===== src/rtl/hamming_serial_tx.sv =====
// Serialises a payload word as a train of Hamming(7,4) codewords, nibble 0 first,
// with a per-bit strobe, a frame envelope and a one-cycle completion pulse.
module hamming_serial_tx #(
  parameter int WIDTH        = 32,
  parameter int CLKS_PER_BIT = 4
) (
  input  logic             clk,
  input  logic             rst,
  input  logic             in_valid,
  output logic             in_ready,
  input  logic [WIDTH-1:0] in_data,
  input  logic             tx_pause,
  output logic             tx_sd,
  output logic             tx_frame,
  output logic             tx_strobe,
  output logic             done
);

  localparam int NIBS   = WIDTH / 4;
  localparam int NIB_W  = (NIBS > 1) ? $clog2(NIBS) : 1;
  localparam int BAUD_W = (CLKS_PER_BIT > 1) ? $clog2(CLKS_PER_BIT) : 1;

  typedef enum logic {IDLE, SEND} state_t;

  state_t             r_state;
  state_t             w_state_next;
  logic [WIDTH-1:0]   r_hold;
  logic [BAUD_W-1:0]  r_baud;
  logic [2:0]         r_bit;
  logic [NIB_W-1:0]   r_nib;
  logic               r_done;

  logic               w_xfer;
  logic               w_period_end;
  logic               w_frame_end;
  logic [3:0]         w_nibs [NIBS];
  logic [3:0]         w_nib;
  logic [6:0]         w_code;

  generate
    for (genvar gi = 0; gi < NIBS; gi++) begin : g_nib
      assign w_nibs[gi] = r_hold[gi*4 +: 4];
    end
  endgenerate

  // Codeword bit index 0..6 maps to d0,d1,d2,d3,p1,p2,p3.
  assign w_nib  = w_nibs[r_nib];
  assign w_code = {w_nib[0] ^ w_nib[1] ^ w_nib[2],
                   w_nib[0] ^ w_nib[1] ^ w_nib[3],
                   w_nib[0] ^ w_nib[2] ^ w_nib[3],
                   w_nib};

  assign w_xfer       = in_valid && (r_state == IDLE);
  assign w_period_end = (r_state == SEND) && !tx_pause &&
                        (r_baud == BAUD_W'(CLKS_PER_BIT - 1));
  assign w_frame_end  = w_period_end && (r_bit == 3'd6) &&
                        (r_nib == NIB_W'(NIBS - 1));

  always_ff @(posedge clk or negedge rst) begin
    if (!rst) begin
      r_state <= IDLE;
    end else begin
      r_state <= w_state_next;
    end
  end

  always_comb begin
    w_state_next = r_state;
    case (r_state)
      IDLE:    if (w_xfer)      w_state_next = SEND;
      SEND:    if (w_frame_end) w_state_next = IDLE;
      default: w_state_next = IDLE;
    endcase
  end

  always_ff @(posedge clk or negedge rst) begin
    if (!rst) begin
      r_hold <= '0;
      r_baud <= '0;
      r_bit  <= '0;
      r_nib  <= '0;
      r_done <= 1'b0;
    end else begin
      r_done <= w_frame_end;
      if (w_xfer) begin
        r_hold <= in_data;
        r_baud <= '0;
        r_bit  <= '0;
        r_nib  <= '0;
      end else if (r_state == SEND && !tx_pause) begin
        if (w_period_end) begin
          r_baud <= '0;
          if (r_bit == 3'd6) begin
            r_bit <= '0;
            r_nib <= (r_nib == NIB_W'(NIBS - 1)) ? '0 : r_nib + NIB_W'(1);
          end else begin
            r_bit <= r_bit + 3'd1;
          end
        end else begin
          r_baud <= r_baud + BAUD_W'(1);
        end
      end
    end
  end

  always_comb begin
    in_ready  = (r_state == IDLE);
    tx_frame  = (r_state == SEND);
    tx_sd     = 1'b0;
    tx_strobe = 1'b0;
    done      = r_done;
    if (r_state == SEND) begin
      tx_sd     = w_code[r_bit];
      tx_strobe = !tx_pause && (r_baud == '0);
    end
  end

endmodule


===== config.mk =====
export PLATFORM = sky130hd
export DESIGN_NAME = hamming_serial_tx
export DESIGN_NICKNAME = d
export VERILOG_FILES = /design/src/rtl/hamming_serial_tx.sv
export SDC_FILE = /design/constraint.sdc
export NUM_CORES = 1
export LEC_CHECK = 0
export ABC_AREA = 1
export ABC_CLOCK_PERIOD_IN_PS = 5300
export CAP_MARGIN = 20
export CORE_ASPECT_RATIO = 1.25
export CORE_MARGIN = 3
export CORE_UTILIZATION = 40
export CTS_CLUSTER_DIAMETER = 200
export DETAILED_ROUTE_END_ITERATION = 8
export GPL_TIMING_DRIVEN = 0
export MAX_ROUTING_LAYER = met4
export SYNTH_ARGS = -nofsm -noshare
export SYNTH_HDL_FRONTEND = slang
export SYNTH_SLANG_ARGS = --single-unit

===== constraint.sdc =====
create_clock -name clk -period 5.3 [get_ports clk]
set_input_delay 1.325 -clock clk [delete_from_list [all_inputs] [get_ports clk]]
set_output_delay 1.325 -clock clk [all_outputs]
set_load 0.02 [all_outputs]

==> impl_metrics.yaml, run 1 <==
status:
  status: "complete, no violations"
sta:
  relSlewSlack: 0.633
  worst_pin_slew_ns: 0.551
  min_period_ns: 3.90
  skew_ns: 0.00418
  report.final.slew_viol_count: 0
  setup_viol: 0
  fmax_mhz: 256
  hold_viol_final: 0
  fin_crit_sh: 0.736
  rsz0062_at_grt: "no"
  tns_ns: 0
floorplanning:
  coreArea_sq_um: 5480
  rows: 30
  fp.dieW_um: 73.6
  dieArea_sq_um: 6650
  ioPinCount: 41
  die_h_um: 90.5
  start_util: 0.416
final_layout:
  antennaDiodeCount: 0
  nNetsFinal: 398
  area_growth_syn_to_layout_pct: 26.8
  drive_gt1_frac: 0.0891
  final_area_sq_um: 2890
global_route:
  antenna_found_initial: 0
  grt_pass1_vias: 1955
  grt_max_degree: 23
  grt_usage: 0.174
  grt_pass1_wl_mm: 8.94
  grt_overflow: 0
worst_hold_path:
  whs_path_depth: 2
  worstHoldEndpoint: "r_hold[3]$_DFFE_PN0P_"
  min-delay-start: "r_hold[3]$_DFFE_PN0P_"
  hold_path_class: "reg2reg"
place:
  dp_hpwl_mm: 3.86
  globalplace.congestion: 0.808
  dpl-instance-area_sq_um: 2790
  port_buffers: 40
clock_tree:
  numCtsBuffers: 5
  cts_resized: 0
  max-clock-path-buffers: 2
  cts_root_buf: "clkbuf_8"
  clkSinkCount: 42
  cts_tree: "done"
  post_cts_buffers: 0
  h-tree-depth: 2
  ctsHoldBuffers: 0
  clkLatencyLatePin_ns: 0.29
  clk_pin_slew_ns: 0.07
synthesis:
  syn-num-nets: 350
  ys_warn_count: 0
  syn_inst: 310
  synth.area.top_cells: "dfrtp_1 (46%), nand2_1 (18%), o21ai_0 (8.3%)"
  synth_top_area_cell: "dfrtp_1"
  synthArstFlopShare: 1.00
  syn_area_sq_um: 2280
  synthFlopType: "dfrtp_1"
  synth_cell_types: 21
  synth-edff-count: 0
  synth_seq_cells: 42
  ys_seq_area_frac: 0.461
  yosys.area.top_type_share: 0.461
  syn_avg_cell_area_sq_um: 7.36
power_and_ir_drop:
  p_leak_nw: 1.43
  peakVddDrop_v: 0.000199
  p_per_area_nw_per_um2: 513
setup_path:
  r2r_cells: 6
  rr_endpoint: "r_hold[31]$_DFFE_PN0P_"
  worstSetupEndpointType: "output pin"
  setup.worst_path.class: "in2out"
  cp.arrival_ns: 2.58
  crit_fanout: 3
  required_ns: 3.97
  cp-start-kind: "input pin"
  rrSetupSlack_ns: 3.76
  startpoint: "tx_pause"
  reg2reg_from: "tx_frame$_DFF_PN0_"
drt:
  vias: 1984
  drt_iter0_drc: 65
  via_per_inst: 4.69
  first_pass_iters: 4
  drt-total-wl_mm: 5.09
  ant_nets: 0
  wire_per_inst_um: 12.0
  drcViolationCount: 0
run:
  drv_cap: 0
## state kept, by name (all words and copies together), names as in the netlist
signal    cells
tx_frame      1
r_bit         3
r_nib         3
r_baud        2
done          1
r_hold       32
## through the flow
stage | cells | setup WS [ns] | total power, mW | util | hold slack [ns]
after floorplan | 310 | 2.26 | 1.04 | - | 0.450
after global placement | 414 | 1.39 | 1.23 | 0.504 | 0.472
after detailed placement | 415 | 1.39 | 1.24 | 0.508 | 0.478
after CTS | 423 | 1.39 | 1.49 | 0.528 | 0.495
after global routing | 423 | 1.34 | 1.63 | 0.528 | 0.540
final | 423 | 1.40 | 1.48 | 0.528 | 0.495
## worst max-delay path, cell delays in order
cell and delay (ns):
clkdlybuf4s50_1 0.41, inv_1 0.09, nand2_1 0.06, nor2_1 0.08, clkdlybuf4s50_1 0.60
## per-layer routing
metal | part of all wire | vias up | track usage
met5 | 0 | - | -
met4 | 0.022 | 0 | 0.0589
met3 | 0.030 | 9 | 0.0278
met2 | 0.48 | 28 | 0.271
met1 | 0.46 | 893 | 0.228
li1 | - | 1054 | -
## worst max-delay path by stage
stage / to / slack (ns) / depth (start not counted)
global placement: tx_strobe / 1.39 / 5
global route: tx_sd / 1.34 / 14
floorplan: tx_strobe / 2.26 / 3
detailed placement: tx_strobe / 1.39 / 5
finish: tx_strobe / 1.40 / 5
CTS: tx_strobe / 1.39 / 5
## synth_stat cells, types with 2 or more instances
master	instances
nand2_1	108
inv_1	45
dfrtp_1	42
o21ai_0	38
nand3_1	23
nor2_1	14
nand2_2	9
clkbuf_1	6
ha_1	4
nand3_2	4
nand4_1	3
o21ai_1	3
buf_6	2
inv_2	2
## power breakdown
part           internal (mW)  leakage [nW]  switching [mW]
registers              0.436         0.520          0.0539
logic                  0.298         0.852           0.447
clock network          0.139        0.0579           0.111
## cells in the final DEF, fill, tap and decap left out, types with 2 or more instances in the layout
cell	synthesis	layout
buf_2	1	2
buf_6	2	2
clkbuf_1	6	6
clkbuf_8	0	5
clkdlybuf4s50_1	0	39
clkinv_2	0	2
dfrtp_1	42	42
ha_1	4	4
inv_1	45	45
inv_2	2	2
nand2_1	108	108
nand2_2	9	9
nand3_1	23	23
nand3_2	4	4
nand4_1	3	3
nor2_1	14	14
o21ai_0	38	38
o21ai_1	3	3
## final cells by class
| cell class | instances | area, sq um |
|---|---|---|
| buffer | 12 | 92.6 |
| inverter | 47 | 176 |
| multi-input combinational | 209 | 962 |
| timing repair buffer | 41 | 423 |
| tap | 64 | 80.1 |
| fill | 564 | 2590 |
| clock inverter | 3 | 40.0 |
| clock buffer | 5 | 68.8 |
| sequential | 42 | 1050 |
## logic make-up after synthesis
family          Yosys count  synth area share
flops                    42             0.461
compound gates           43            0.0959
simple gates            162             0.304
fa+ha+maj                 4            0.0219
buf+inv                  59             0.118
Note: power is estimated with default switching activity, not from simulation.
==> run 2: changes to the inputs <==
--- a/config.mk
+++ b/config.mk
@@ -6,7 +6,7 @@
 export NUM_CORES = 1
 export LEC_CHECK = 0
 export ABC_AREA = 1
-export ABC_CLOCK_PERIOD_IN_PS = 5300
+export ABC_CLOCK_PERIOD_IN_PS = 4100
 export CAP_MARGIN = 20
 export CORE_ASPECT_RATIO = 1.25
 export CORE_MARGIN = 3
==> constraint.sdc (replaced) <==
create_clock -name clk -period 4.1 [get_ports clk]
set_input_delay 1.025 -clock clk [delete_from_list [all_inputs] [get_ports clk]]
set_output_delay 1.025 -clock clk [all_outputs]
set_load 0.02 [all_outputs]
==> results of run 2 <==
Same layout as run 1 (identical final DEF). Status: complete, no violations.
Among the figures that moved: setup slack after placement 1.39 ns -> 0.792 ns; clock-pin slew on the worst setup and hold paths 0.07 ns -> 0.08 ns; setup slack after layout 1.40 ns -> 0.640 ns; start point of the critical path tx_pause -> r_nib[0]$_DFFE_PN0P_; end point of the critical path tx_strobe -> tx_sd; register-to-register setup slack 3.76 ns -> 2.56 ns; total power 1.48 mW -> 1.92 mW; worst IR drop on VDD 0.000199 V -> 0.000257 V
